===== src/rtl/mcycle_pkg.sv =====
// Shared encodings for the multi-cycle multiply/divide sequencer.
// No logic: state encoding and operation codes only.
// Imported by the sequencer top and its iteration counter.
package mcycle_pkg;

  // FSM state encoding
  typedef enum logic [2:0] {
    IDLE = 3'd0,
    LOAD = 3'd1,
    ITER = 3'd2,
    FIX  = 3'd3,
    DONE = 3'd4
  } mcycle_state_e;

  // MCycleOp encoding
  localparam logic MCYCLE_MUL = 1'b0;
  localparam logic MCYCLE_DIV = 1'b1;

endpackage


===== src/rtl/mcycle_iter_counter.sv =====
// Iteration counter for the multiply/divide step sequence, with terminal flag.
// Latency: Count updates one cycle after Clear/Enable; Last is combinational from Count.
// Backpressure: none; Clear has priority over Enable, wraps to 0 after WIDTH-1.
module mcycle_iter_counter #(
  parameter int WIDTH = 32,
  parameter int CNT_W = $clog2(WIDTH)
) (
  input  logic             CLK,
  input  logic             RESET,
  input  logic             Clear,
  input  logic             Enable,
  output logic [CNT_W-1:0] Count,
  output logic             Last
);

  logic [CNT_W-1:0] count_q;
  logic [CNT_W-1:0] count_d;

  // next count: clear wins, otherwise increment (power-of-two width wraps naturally)
  always_comb begin
    count_d = count_q;
    if (Clear) begin
      count_d = '0;
    end else if (Enable) begin
      count_d = count_q + 1'b1;
    end
  end

  // count register
  always_ff @(posedge CLK or posedge RESET) begin
    if (RESET) begin
      count_q <= '0;
    end else begin
      count_q <= count_d;
    end
  end

  assign Count = count_q;
  assign Last  = (count_q == CNT_W'(WIDTH - 1));

endmodule


===== src/rtl/mcycle_sequencer.sv =====
// Control FSM sequencing load, WIDTH iteration steps and optional sign fix-up for mul/div.
// Latency: Done at WIDTH+2 cycles after acceptance (WIDTH+3 signed, 2 on divide-by-zero).
// Backpressure: Busy stalls the pipeline from the acceptance cycle; new Start taken only in IDLE.
module mcycle_sequencer
  import mcycle_pkg::*;
#(
  parameter int WIDTH = 32,
  parameter int CNT_W = $clog2(WIDTH)
) (
  input  logic             CLK,
  input  logic             RESET,
  input  logic             Start,
  input  logic             MCycleOp,
  input  logic             Signed,
  input  logic             DivisorZero,
  output logic             Busy,
  output logic             Load,
  output logic             Step,
  output logic             Negate,
  output logic             Done,
  output logic             DivZero,
  output logic             OpLatched,
  output logic             SignedLatched,
  output logic [CNT_W-1:0] Count
);

  mcycle_state_e state_q, state_d;
  logic          op_q, op_d;
  logic          sgn_q, sgn_d;
  logic          dz_q, dz_d;
  logic          cnt_clr;
  logic          cnt_en;
  logic          cnt_last;

  mcycle_iter_counter #(
    .WIDTH (WIDTH),
    .CNT_W (CNT_W)
  ) u_cnt (
    .CLK    (CLK),
    .RESET  (RESET),
    .Clear  (cnt_clr),
    .Enable (cnt_en),
    .Count  (Count),
    .Last   (cnt_last)
  );

  // next-state and control strobes; only Busy-in-IDLE looks at a live input
  always_comb begin
    state_d = state_q;
    op_d    = op_q;
    sgn_d   = sgn_q;
    dz_d    = dz_q;
    Busy    = 1'b0;
    Load    = 1'b0;
    Step    = 1'b0;
    Negate  = 1'b0;
    Done    = 1'b0;
    cnt_clr = 1'b0;
    cnt_en  = 1'b0;
    unique case (state_q)
      IDLE: begin
        // stall must land in the acceptance cycle; masked so reset forces it low
        Busy = Start & ~RESET;
        if (Start) begin
          op_d    = MCycleOp;
          sgn_d   = Signed;
          dz_d    = 1'b0;
          state_d = LOAD;
        end
      end
      LOAD: begin
        Load    = 1'b1;
        Busy    = 1'b1;
        cnt_clr = 1'b1;
        if ((op_q == MCYCLE_DIV) && DivisorZero) begin
          dz_d    = 1'b1;
          state_d = DONE;
        end else begin
          state_d = ITER;
        end
      end
      ITER: begin
        Step   = 1'b1;
        Busy   = 1'b1;
        cnt_en = 1'b1;
        if (cnt_last) begin
          state_d = sgn_q ? FIX : DONE;
        end
      end
      FIX: begin
        Negate  = 1'b1;
        Busy    = 1'b1;
        state_d = DONE;
      end
      DONE: begin
        // Start here is still the finishing instruction's request; do not re-accept
        Done    = 1'b1;
        state_d = IDLE;
      end
      default: begin
        state_d = IDLE;
      end
    endcase
  end

  // state and per-operation latches
  always_ff @(posedge CLK or posedge RESET) begin
    if (RESET) begin
      state_q <= IDLE;
      op_q    <= 1'b0;
      sgn_q   <= 1'b0;
      dz_q    <= 1'b0;
    end else begin
      state_q <= state_d;
      op_q    <= op_d;
      sgn_q   <= sgn_d;
      dz_q    <= dz_d;
    end
  end

  assign DivZero       = dz_q;
  assign OpLatched     = op_q;
  assign SignedLatched = sgn_q;

endmodule


===== config.mk =====
export PLATFORM = sky130hd
export DESIGN_NAME = mcycle_sequencer
export DESIGN_NICKNAME = d
export VERILOG_FILES = /design/src/rtl/mcycle_pkg.sv /design/src/rtl/mcycle_iter_counter.sv /design/src/rtl/mcycle_sequencer.sv
export SDC_FILE = /design/constraint.sdc
export NUM_CORES = 1
export LEC_CHECK = 0
export ABC_CLOCK_PERIOD_IN_PS = 2000
export CELL_PAD_IN_SITES_DETAIL_PLACEMENT = 1
export CELL_PAD_IN_SITES_GLOBAL_PLACEMENT = 1
export CORE_MARGIN = 3
export CORE_UTILIZATION = 30
export CTS_CLUSTER_SIZE = 20
export DETAILED_ROUTE_END_ITERATION = 10
export DONT_BUFFER_PORTS = 1
export PLACE_DENSITY_LB_ADDON = 0.1
export REMOVE_ABC_BUFFERS = 1
export SYNTH_ARGS = -nofsm -noshare
export SYNTH_HDL_FRONTEND = slang
export SYNTH_SLANG_ARGS = --single-unit

===== constraint.sdc =====
create_clock -name CLK -period 2 [get_ports CLK]
set_clock_uncertainty 0.15 [all_clocks]
set_input_delay 0.6 -clock CLK [delete_from_list [all_inputs] [get_ports CLK]]
set_output_delay 0.6 -clock CLK [all_outputs]
set_load 0.05 [all_outputs]

==> metrics.csv <==
stage,metric,value,unit
sta,whs,0.0651,ns
synth,ys_types,27,
route,num_vias,638,
critical_path,cp_cell_sequence,buf_6 -> nor3_4 -> buf_6,
route,drtPass1Iterations,4,
synth,synth_top_area_frac,0.431,
critical_path,worstPathRequired,1.25,ns
synth,synthArstFlopShare,1.00,
sta,rsz0062_at_grt,true,
synth,synthTopCellsByArea,"dfrtp_1 43%, nand2_1 4.1%, a21oi_1 3.9%",
placed_design,place_area,803,sq um
pwr,pwr-share-seq,0.295,
critical_path,cp.depth,3,
sta,fmax,0.500,GHz
sta,setup_ws,0.00173,ns
pwr,switching_power,838,uW
clocking,ctsHoldBuffers,0,
run_status,status,"complete, no violations",
sta,maxSlewHeadroom,0.629,
synth,yosys.area.top_type,dfrtp_1,
synth,synthCells,68,
sta,fin_crit_sh,0.999,
synth,avgSynthCellArea,9.38,sq um
global_route,antenna_found_initial,0,
critical_path,rr_worst_depth,4,
flow_run,maxCapViolCount,0,
finish,num_antenna_cells,0,
floorplan,dieArea,0.00272,sq mm
critical_path,cpMostUsedCell,buf_6,
critical_path,critical_path.endpoint,Step,
finish,finalCoreUtilization,0.483,
global_route,grt_start_max_net_pins,12,
sta,final_max_slew_viol_count,0,
route,detail-route-antenna-nets,0,
floorplan,start_util,0.322,
route,drc,0,
floorplan,fp.dieW,52.1,microns
clocking,cts.sinks,11,
critical_path,crit_start,state_q[2],
sta,fin_crit,2.00,ns
pwr,leakage,0.463,nW
floorplan,die_y,52.1,microns
global_route,grt.total_usage,0.167,
synth,synth_ff_type,dfrtp_1,
synth,syn-cell-area,638,sq um
critical_path,critical_path_class,reg2out,
global_route,grt_pass1_wl,3260,microns
global_route,grt_overflow,0,
synth,synth_edf_count,0,
critical_path,critPathMaxStageDelay,0.45,ns
clocking,cts_buffers,3,
critical_path,crit_buf_inv,2,
clocking,insertion_delay,0.28,ns
pwr,vdd_drop_max,866,uV
placed_design,hpwl,1280,microns
clocking,clock_path_buffers,2,
critical_path,cp_max_fo,5,
clocking,cts-root-buf,clkbuf_4,
placed_design,portBuffers,0,
critical_path,critical_path.slowest_cell,dfrtp_2,
pwr,p_total,1.68,mW
pwr,power.share.combinational,0.611,
sta,report.final.setup_viol,0,
clocking,clkTransAtPathRegs,0.08,ns
synth,ys_top_cells_by_count,"11 x dfrtp_1, 7 x nand2_1, 5 x a21oi_1, 5 x o21ai_1",
pwr,p_int,847,uW
finish,fin_cells,122,
clocking,tritoncts,yes,
critical_path,critPathCaptureType,output pin,
placed_design,dp_slack,0.178,ns
placed_design,gp_congestion,0.792,
floorplan,row_count,16,
finish,fillers,234,
route,vias_per_cell,5.23,
critical_path,startpoint_type,register,
critical_path,crit_arrival,1.25,ns
clocking,cts_max_level,1,
synth,ys_seq_area_frac,0.431,
sta,worst_pin_slew,0.556,ns
placed_design,dp.cells,107,
route,drtIter0Drc,14,
route,routedWlPerCell,16.0,microns
hold_path,hold_class,in2async,
pwr,clock_power_share,0.094,
route,routed_wl,1950,microns
global_route,grt_pass1_vias,659,
critical_path,ff2ff_setup_slack,0.23,ns
pwr,power.density,1760,mW/mm^2
sta,finalHoldViolations,0,
synth,yosysWarnings,0,
finish,syn2layout_area_growth,50.0,%
finish,fin_nets,104,
pwr,swShare,0.497,
synth,yosysMostFrequentCell,dfrtp_1,
critical_path,rr_endpoint,OpLatched,
floorplan,ios,19,
critical_path,worst_r2r_startpoint,state_q[0],
finish,fin_area,957,sq um
floorplan,core_region_area,0.00198,sq mm
synth,yosys_register_bits,11,
finish,drive_gt1_frac,0.453,
sta,fin_setup_tns,0,ns
critical_path,crit_family,flip-flops,
logic make-up after synthesis:
kind of cell    Yosys count  share of synthesized area
flops                    11                      0.431
compound gates           24                      0.243
fa+ha+maj                 2                     0.0392
simple gates             22                      0.190
mux                       2                     0.0333
buf+inv                   7                     0.0627
layer usage:
metal | vias up | global-route usage | wire length [microns] | share of wire
met5 | - | 0 | 0 | 0
met4 | 0 | 0.0873 | 30 | 0.015
met3 | 4 | 0.0401 | 96 | 0.049
met2 | 17 | 0.253 | 984 | 0.50
met1 | 311 | 0.217 | 838 | 0.43
li1 | 306 | - | - | -
cells in the final DEF, fill, tap and decap left out:
| cell type | netlist | final |
|---|---|---|
| a211o_1 | 1 | 1 |
| a21o_1 | 2 | 2 |
| a21oi_1 | 5 | 5 |
| a21oi_2 | 1 | 1 |
| a22o_1 | 1 | 1 |
| a22oi_1 | 3 | 3 |
| a31o_1 | 1 | 1 |
| a32oi_1 | 1 | 1 |
| a41oi_1 | 1 | 1 |
| and2_1 | 3 | 1 |
| and2_4 | 0 | 2 |
| and2b_2 | 0 | 1 |
| and3_1 | 3 | 3 |
| buf_12 | 0 | 4 |
| buf_4 | 0 | 21 |
| buf_6 | 1 | 2 |
| clkbuf_4 | 0 | 3 |
| clkinv_2 | 0 | 1 |
| dfrtp_1 | 11 | 8 |
| dfrtp_2 | 0 | 3 |
| ha_1 | 2 | 2 |
| inv_1 | 2 | 2 |
| inv_4 | 1 | 1 |
| mux2_2 | 1 | 1 |
| mux2i_1 | 1 | 1 |
| nand2_1 | 7 | 7 |
| nor2_1 | 3 | 2 |
| nor2_2 | 0 | 1 |
| nor3_1 | 3 | 2 |
| nor3_4 | 0 | 1 |
| nor4b_1 | 1 | 1 |
| nor4b_2 | 1 | 1 |
| o21ai_0 | 3 | 3 |
| o21ai_1 | 5 | 5 |
worst min path at each step:
stage,from,end,slack (ns)
CTS,RESET,DivZero,0.07
global route,RESET,DivZero,0.07
global placement,RESET,u_cnt.Count[2],0.38
finish,RESET,DivZero,0.07
floorplan,RESET,DivZero,0.31
detailed placement,RESET,DivZero,0.37
worst reg2reg max path, stage by stage, from the launching register on:
cell	delay, ns
dfrtp_2	0.46
buf_4	0.16
buf_4	0.15
nor4b_2	0.37
mux2_2	0.37
flip-flops by register name (all words and copies together) (netlist names):
name / cells
u_cnt.Count: 5
state_q: 3
OpLatched: 1
SignedLatched: 1
DivZero: 1
layout make-up:
type | count | area [sq um] | share of cell area
tap | 27 | 33.8 | 0.0353
inverter | 3 | 13.8 | 0.0144
clock buffer | 3 | 22.5 | 0.0235
sequential | 11 | 279 | 0.292
clock inverter | 1 | 5.00 | 0.00523
multi-input combinational | 50 | 343 | 0.358
timing repair buffer | 27 | 260 | 0.272
timing repair:
| item | in CTS | in global routing |
|---|---|---|
| setup endpoints to repair | 5 | 5 |
| pin swaps | 1 | 1 |
| cloned | 0 | 0 |
| setup buffers | 7 | 4 |
| gates resized for setup | 7 | 4 |
power groups by stage:
stage	combinational [mW]	sequential, mW	clock, mW
5_1_grt	1.12	0.508	0.181
3_3_place_gp	0.806	0.504	0
2_1_floorplan	0.396	0.608	0
3_5_place_dp	0.812	0.508	0
4_1_cts	0.967	0.489	0.163
6_report	1.03	0.497	0.158
(Power assumes the default switching activity.)
==> edit 1 (same flow settings) <==
Add an input register stage for `Start`, `MCycleOp`, `Signed` and `DivisorZero`, with the module's reset; this delays them by one clock. Comments in the files are not updated.
--- a/src/rtl/mcycle_sequencer.sv
+++ b/src/rtl/mcycle_sequencer.sv
@@ -23,6 +23,25 @@
   output logic             SignedLatched,
   output logic [CNT_W-1:0] Count
 );
+
+  logic Start_q;
+  logic MCycleOp_q;
+  logic Signed_q;
+  logic DivisorZero_q;
+
+  always_ff @(posedge CLK or posedge RESET) begin
+    if (RESET) begin
+      Start_q       <= '0;
+      MCycleOp_q    <= '0;
+      Signed_q      <= '0;
+      DivisorZero_q <= '0;
+    end else begin
+      Start_q       <= Start;
+      MCycleOp_q    <= MCycleOp;
+      Signed_q      <= Signed;
+      DivisorZero_q <= DivisorZero;
+    end
+  end
 
   mcycle_state_e state_q, state_d;
   logic          op_q, op_d;
@@ -60,10 +79,10 @@
     unique case (state_q)
       IDLE: begin
         // stall must land in the acceptance cycle; masked so reset forces it low
-        Busy = Start & ~RESET;
-        if (Start) begin
-          op_d    = MCycleOp;
-          sgn_d   = Signed;
+        Busy = Start_q & ~RESET;
+        if (Start_q) begin
+          op_d    = MCycleOp_q;
+          sgn_d   = Signed_q;
           dz_d    = 1'b0;
           state_d = LOAD;
         end
@@ -72,7 +91,7 @@
         Load    = 1'b1;
         Busy    = 1'b1;
         cnt_clr = 1'b1;
-        if ((op_q == MCYCLE_DIV) && DivisorZero) begin
+        if ((op_q == MCYCLE_DIV) && DivisorZero_q) begin
           dz_d    = 1'b1;
           state_d = DONE;
         end else begin
Formal check against the unedited RTL: not equivalent (a bounded check fails within 4 cycles, from zero or initial values and one cycle with RESET high).
==> edit 1 against the original RTL <==
  * Global-route usage shrank 5.9 points
  * Worst hold slack gained 0.034 ns
  * Fmax grew 2.8%
  * Register-to-register slack gained 0.02 ns
  * Wire length shrank 28%
  * Synthesized cell count shrank 12%
  * Power shrank 6.0%
  * Setup slack gained 0.055 ns
  * Largest power group unchanged
  * Combinational power shrank 20%
  * Cell area shrank 7.2%
  * Sequential share of layout area grew 14 points
  * Area after synthesis grew 12%
  * Highest routed layer unchanged
  * Sequential cell count grew 4
  * Via count shrank 23%
==> edit 1: results (changes against the original RTL) <==
Run status
  • Status: complete, no violations

Routing
  • WL/cell: 13.8 microns (-14%)
  • Drt first pass iters: 2 (-2)
  • Initial drt markers: 2 (-12)
  • DRT antenna net count: 0 (unchanged)
  • Via/cell ratio: 4.82 (-7.8%)

Clock tree
  • CTS Buffer Depth: 2 (unchanged)
  • CTS root buf: clkbuf_4
  • H-tree depth: 1 (unchanged)
  • Clock transition at the registers of the reported paths: about 0.090 ns
  • Insertion delay to the later sink of the worst-skew pair: 0.27 ns
  • Num CTS Buffers: 3 (unchanged)

Worst setup path
  • Crit path max-delay family: flip-flops
  • Worst Path Max Fanout: 8 (+3)
  • CP arrival: 1.19 ns (-0.06 ns)
  • Crit-path slowest cell: dfrtp_2
  • CP peak stage delay: 0.48 ns (+0.03 ns)

Place
  • Post-Place Worst Slack: 0.154 ns (-0.0242 ns)
  • Hpwl dp: 1040 microns (-19%)
  • Port bufs: 0 (unchanged)
  • Final Wtd Congestion: 0.640 (-19%)
  • DP Cell Count: 97 (-9.3%)

Min path
  • Hold crit path type: in2async

Logic synthesis
  • Main synth FF type: dfrtp_1
  • Post-synthesis sequential area ratio: 0.527 (+0.0959)
  • Cell count after synthesis: 60 (-12%)
  • Synth top cells by count: dfrtp_1 (15), nor2_1 (5)
  • Ys Warns: 0 (unchanged)
  • Synth area leaders: dfrtp_1 (53%), a22o_1 (3.7%), ha_1 (3.5%)
  • Yosys cell types: 26 (-3.7%)
  • Post-synthesis async set-or-reset flop share: 1.00 (unchanged)

Global routing
  • Initial antenna violation count: 0 (unchanged)
  • Largest net degree at the start of global routing: 16 (+4)
  • Tot GR Track Use: 0.108 (-0.0589)
  • First-pass GRT wire length: 2280 microns (-30%)

Pwr
  • Lkg Pwr: 0.412 nW (-11%)
  • Max VDD drop: 787 uV (-9.2%)

Finish
  • Share of cells above drive strength 1: 0.365 (-0.0878)
  • Fin cells: 102 (-16%)
  • Nets: 83 (-20%)
  • Diode count: 0 (unchanged)
  • Max reg flops: 5 (unchanged)

STA
  • Tightest Pin Transition: 0.566 ns (+0.0101 ns)
-- edit 1: layout make-up --
cell class | count | area, sq um
fillers | 254 | 1350
repair buffers | 13 | 126
clock buffers | 3 | 22.5
well taps | 28 | 35.0
clock inverters | 1 | 5.00
multi-input cells | 41 | 317
flip-flops and latches | 15 | 379
inverters | 1 | 3.75
-- edit 1: worst paths after layout --
kind	startpoint	to	slack [ns]	depth (start not counted)
max in group asynchronous	RESET	state_q[0]	1.41	2
max reg2reg	state_q[2]	OpLatched	0.25	4
min in group CLK	Start	Start_q	0.19	0
min	RESET	Start_q	0.1	2
min reg2reg	Signed_q	SignedLatched	0.32	1
max	state_q[2]	Step	0.06	2
-- edit 1: what timing repair did --
item                                   CTS  global route
pin swaps                                0             0
buffers inserted                         0             1
resized for setup                        1             5
endpoints found under the hold margin    0             0
setup endpoints to repair                3             4
-- edit 1: stage by stage --
stage          area (sq um)  hold WS (ns)
3_3_place_gp            841         0.296
6_report                888        0.0988
5_1_grt                 888        0.0989
3_5_place_dp            841         0.302
2_1_floorplan           691         0.289
4_1_cts                 870        0.0899
-- edit 1: power breakdown --
part,internal [mW],switching (mW),total (mW)
Combinational,0.345,0.477,0.822
Clock,0.0740,0.0924,0.166
Sequential,0.390,0.205,0.595
-- edit 1: logic make-up (layout without fill, tap and decap cells) --
group           count (synthesis)  count (layout)  share of synthesized area
simple gates                   24              24                      0.223
flops                          15              15                      0.527
compound gates                 10              10                     0.0984
mux                             5               5                     0.0808
buf+inv                         4              18                     0.0351
fa+ha+maj                       2               2                     0.0351
-- edit 1: per-layer routing --
metal	part of all wire	routed length, microns	track usage	vias up
li1	-	-	-	242
met3	0.048	67	0.0218	2
met2	0.45	631	0.152	10
met4	0.011	16	0.0498	0
met1	0.49	690	0.157	238
met5	0	0	0	-
==> edit 2 (same settings) <==
Without the edit above. `WIDTH` is set to 32 in 2 places; all go to 16.
--- a/src/rtl/mcycle_iter_counter.sv
+++ b/src/rtl/mcycle_iter_counter.sv
@@ -2,7 +2,7 @@
 // Latency: Count updates one cycle after Clear/Enable; Last is combinational from Count.
 // Backpressure: none; Clear has priority over Enable, wraps to 0 after WIDTH-1.
 module mcycle_iter_counter #(
-  parameter int WIDTH = 32,
+  parameter int WIDTH = 16,
   parameter int CNT_W = $clog2(WIDTH)
 ) (
   input  logic             CLK,
--- a/src/rtl/mcycle_sequencer.sv
+++ b/src/rtl/mcycle_sequencer.sv
@@ -4,7 +4,7 @@
 module mcycle_sequencer
   import mcycle_pkg::*;
 #(
-  parameter int WIDTH = 32,
+  parameter int WIDTH = 16,
   parameter int CNT_W = $clog2(WIDTH)
 ) (
   input  logic             CLK,
Interface: changed (resized Count); port bits go from 19 to 18. The function was not compared with the original's and may differ.
==> edit 2 against the original RTL <==
  * The flow now finishes with violations (setup timing)
  * Combinational power shrank 16%
  * Global-route usage down 3.5 points
  * Worst hold slack gained 0.011 ns
  * Sequential power fell by 5.2%
  * Sequential cell count is 1 lower
  * Setup slack got worse by 0.056 ns
  * Cell area down 18%
  * Power is 9.5% lower
  * Wire length shrank 27%
  * Area after synthesis is 14% lower
  * Synthesized cell count down 22%
  * Sequential share of layout area increased by 2.8 points
  * Via count is 26% lower
  * Highest routed layer unchanged
==> edit 2: results (changes against the original RTL) <==
Worst setup path
  • Worst Path Max Fanout: 4 (-1)
  • Launch point of the worst path: state_q[2]
  • Crit-path slowest cell: or3b_4
  • RR Endpoint: SignedLatched
  • Crit path max-delay family: simple AND/OR/NAND/NOR gates
  • Crit path to: Load
  • R2r setup slk: 0.16 ns (-0.07 ns)
  • CP peak stage delay: 0.43 ns (-0.02 ns)

Place
  • Hpwl dp: 1040 microns (-19%)
  • DP Area: 637 sq um (-21%)
  • Post-Place Worst Slack: 0.119 ns (-0.0593 ns)
  • DP Cell Count: 84 (-21%)
  • Final Wtd Congestion: 0.741 (-6.4%)

Pwr
  • Lkg Pwr: 0.373 nW (-19%)
  • Max VDD drop: 772 uV (-11%)

Global routing
  • Initial antenna violation count: 0 (unchanged)
  • Vias in the first global route: 507 (-23%)
  • First-pass GRT wire length: 2430 microns (-26%)
  • Tot GR Track Use: 0.132 (-0.0355)

Routing
  • Via/cell ratio: 5.06 (-3.2%)
  • Drt first pass iters: 2 (-2)
  • Initial drt markers: 6 (-8)
  • WL/cell: 15.4 microns (-3.8%)

Logic synthesis
  • Post-synthesis sequential area ratio: 0.456 (+0.0242)
  • Adder-cell area share of the yosys netlist: 0.0228 (-0.0164)
  • Compound-gate portion of the synthesized area: 0.123 (-0.120)
  • Synth top cells by count: dfrtp_1 (10), nand2_1 (5), a21oi_1 (3), inv_1 (3), nor2_1 (3)
  • Mux cell area share after synthesis: 0.0774 (+0.0441)
  • Synth area leaders: dfrtp_1 (46%), buf_6 (4.1%), mux2_2 (4.1%)
  • Cell count after synthesis: 53 (-22%)

Finish
  • Fin cells: 93 (-24%)
  • Fillcell total: 196 (-16%)
  • Max reg flops: 4 (-1)
  • Share of cells above drive strength 1: 0.464 (+0.0111)

Run status
  • Status: finished, violations left
  • Failing checks: setup timing

STA
  • Worst slew margin: 0.608 (-0.0213)
  • Final setup margin: -0.0547 ns (-0.0565 ns)
  • Final setup violation count: 2 (+2)
[edit 2: cell types whose count changed in the layout (fill, tap and decap cells not counted), sizes merged, moves of 2 or more]
cell,before,now
a21o,2,0
a21oi,6,4
a22oi,3,0
and3,3,0
buf,27,16
nand2,7,5
nor3,3,1
nor3b,0,2
o21ai,8,2
or3b,0,2
[edit 2: repair_timing]
item	in CTS	in global routing
endpoints found under the setup margin	3	5
buffers inserted	1	4
resized for setup	8	11
hold buffers	0	0
pin swaps	1	4
[edit 2: per-layer routing]
metal | share of wire | global-route usage | vias to the layer above
met5 | 0 | 0 | -
met4 | 0.023 | 0.0711 | 0
met3 | 0.057 | 0.0336 | 4
met2 | 0.48 | 0.224 | 16
met1 | 0.43 | 0.150 | 232
li1 | - | - | 219
[edit 2: cell type report]
type                            count  area, sq um  area share
Multi-Input combinational cell     35          275       0.352
Sequential cell                    10          250       0.320
Timing Repair Buffer               16          163       0.208
Clock buffer                        4         36.3      0.0464
Tap cell                           24         30.0      0.0384
Inverter                            4         27.5      0.0352
[edit 2: where the power goes]
part           switching [mW]  internal (mW)  total (mW)  leakage, nW
clock network          0.0765          0.111       0.187       0.0210
registers               0.195          0.276       0.471        0.129
logic                   0.489          0.377       0.866        0.223
[edit 2: worst min path at each step]
stage	endpoint	depth (start not counted)	slack [ns]	from
finish	u_cnt.Count[2]	2	0.08	RESET
global route	state_q[0]	2	0.09	RESET
CTS	u_cnt.Count[2]	2	0.07	RESET
detailed placement	u_cnt.Count[2]	2	0.37	RESET
global placement	OpLatched	2	0.36	RESET
floorplan	DivZero	1	0.30	RESET
[edit 2: logic make-up after synthesis]
logic type                 after synthesis
and+or+nand+nor                         20
AOI/OAI and AO/OA                       10
DFF                                     10
buffers and inverters                    8
muxes                                    4
adders and majority gates                1
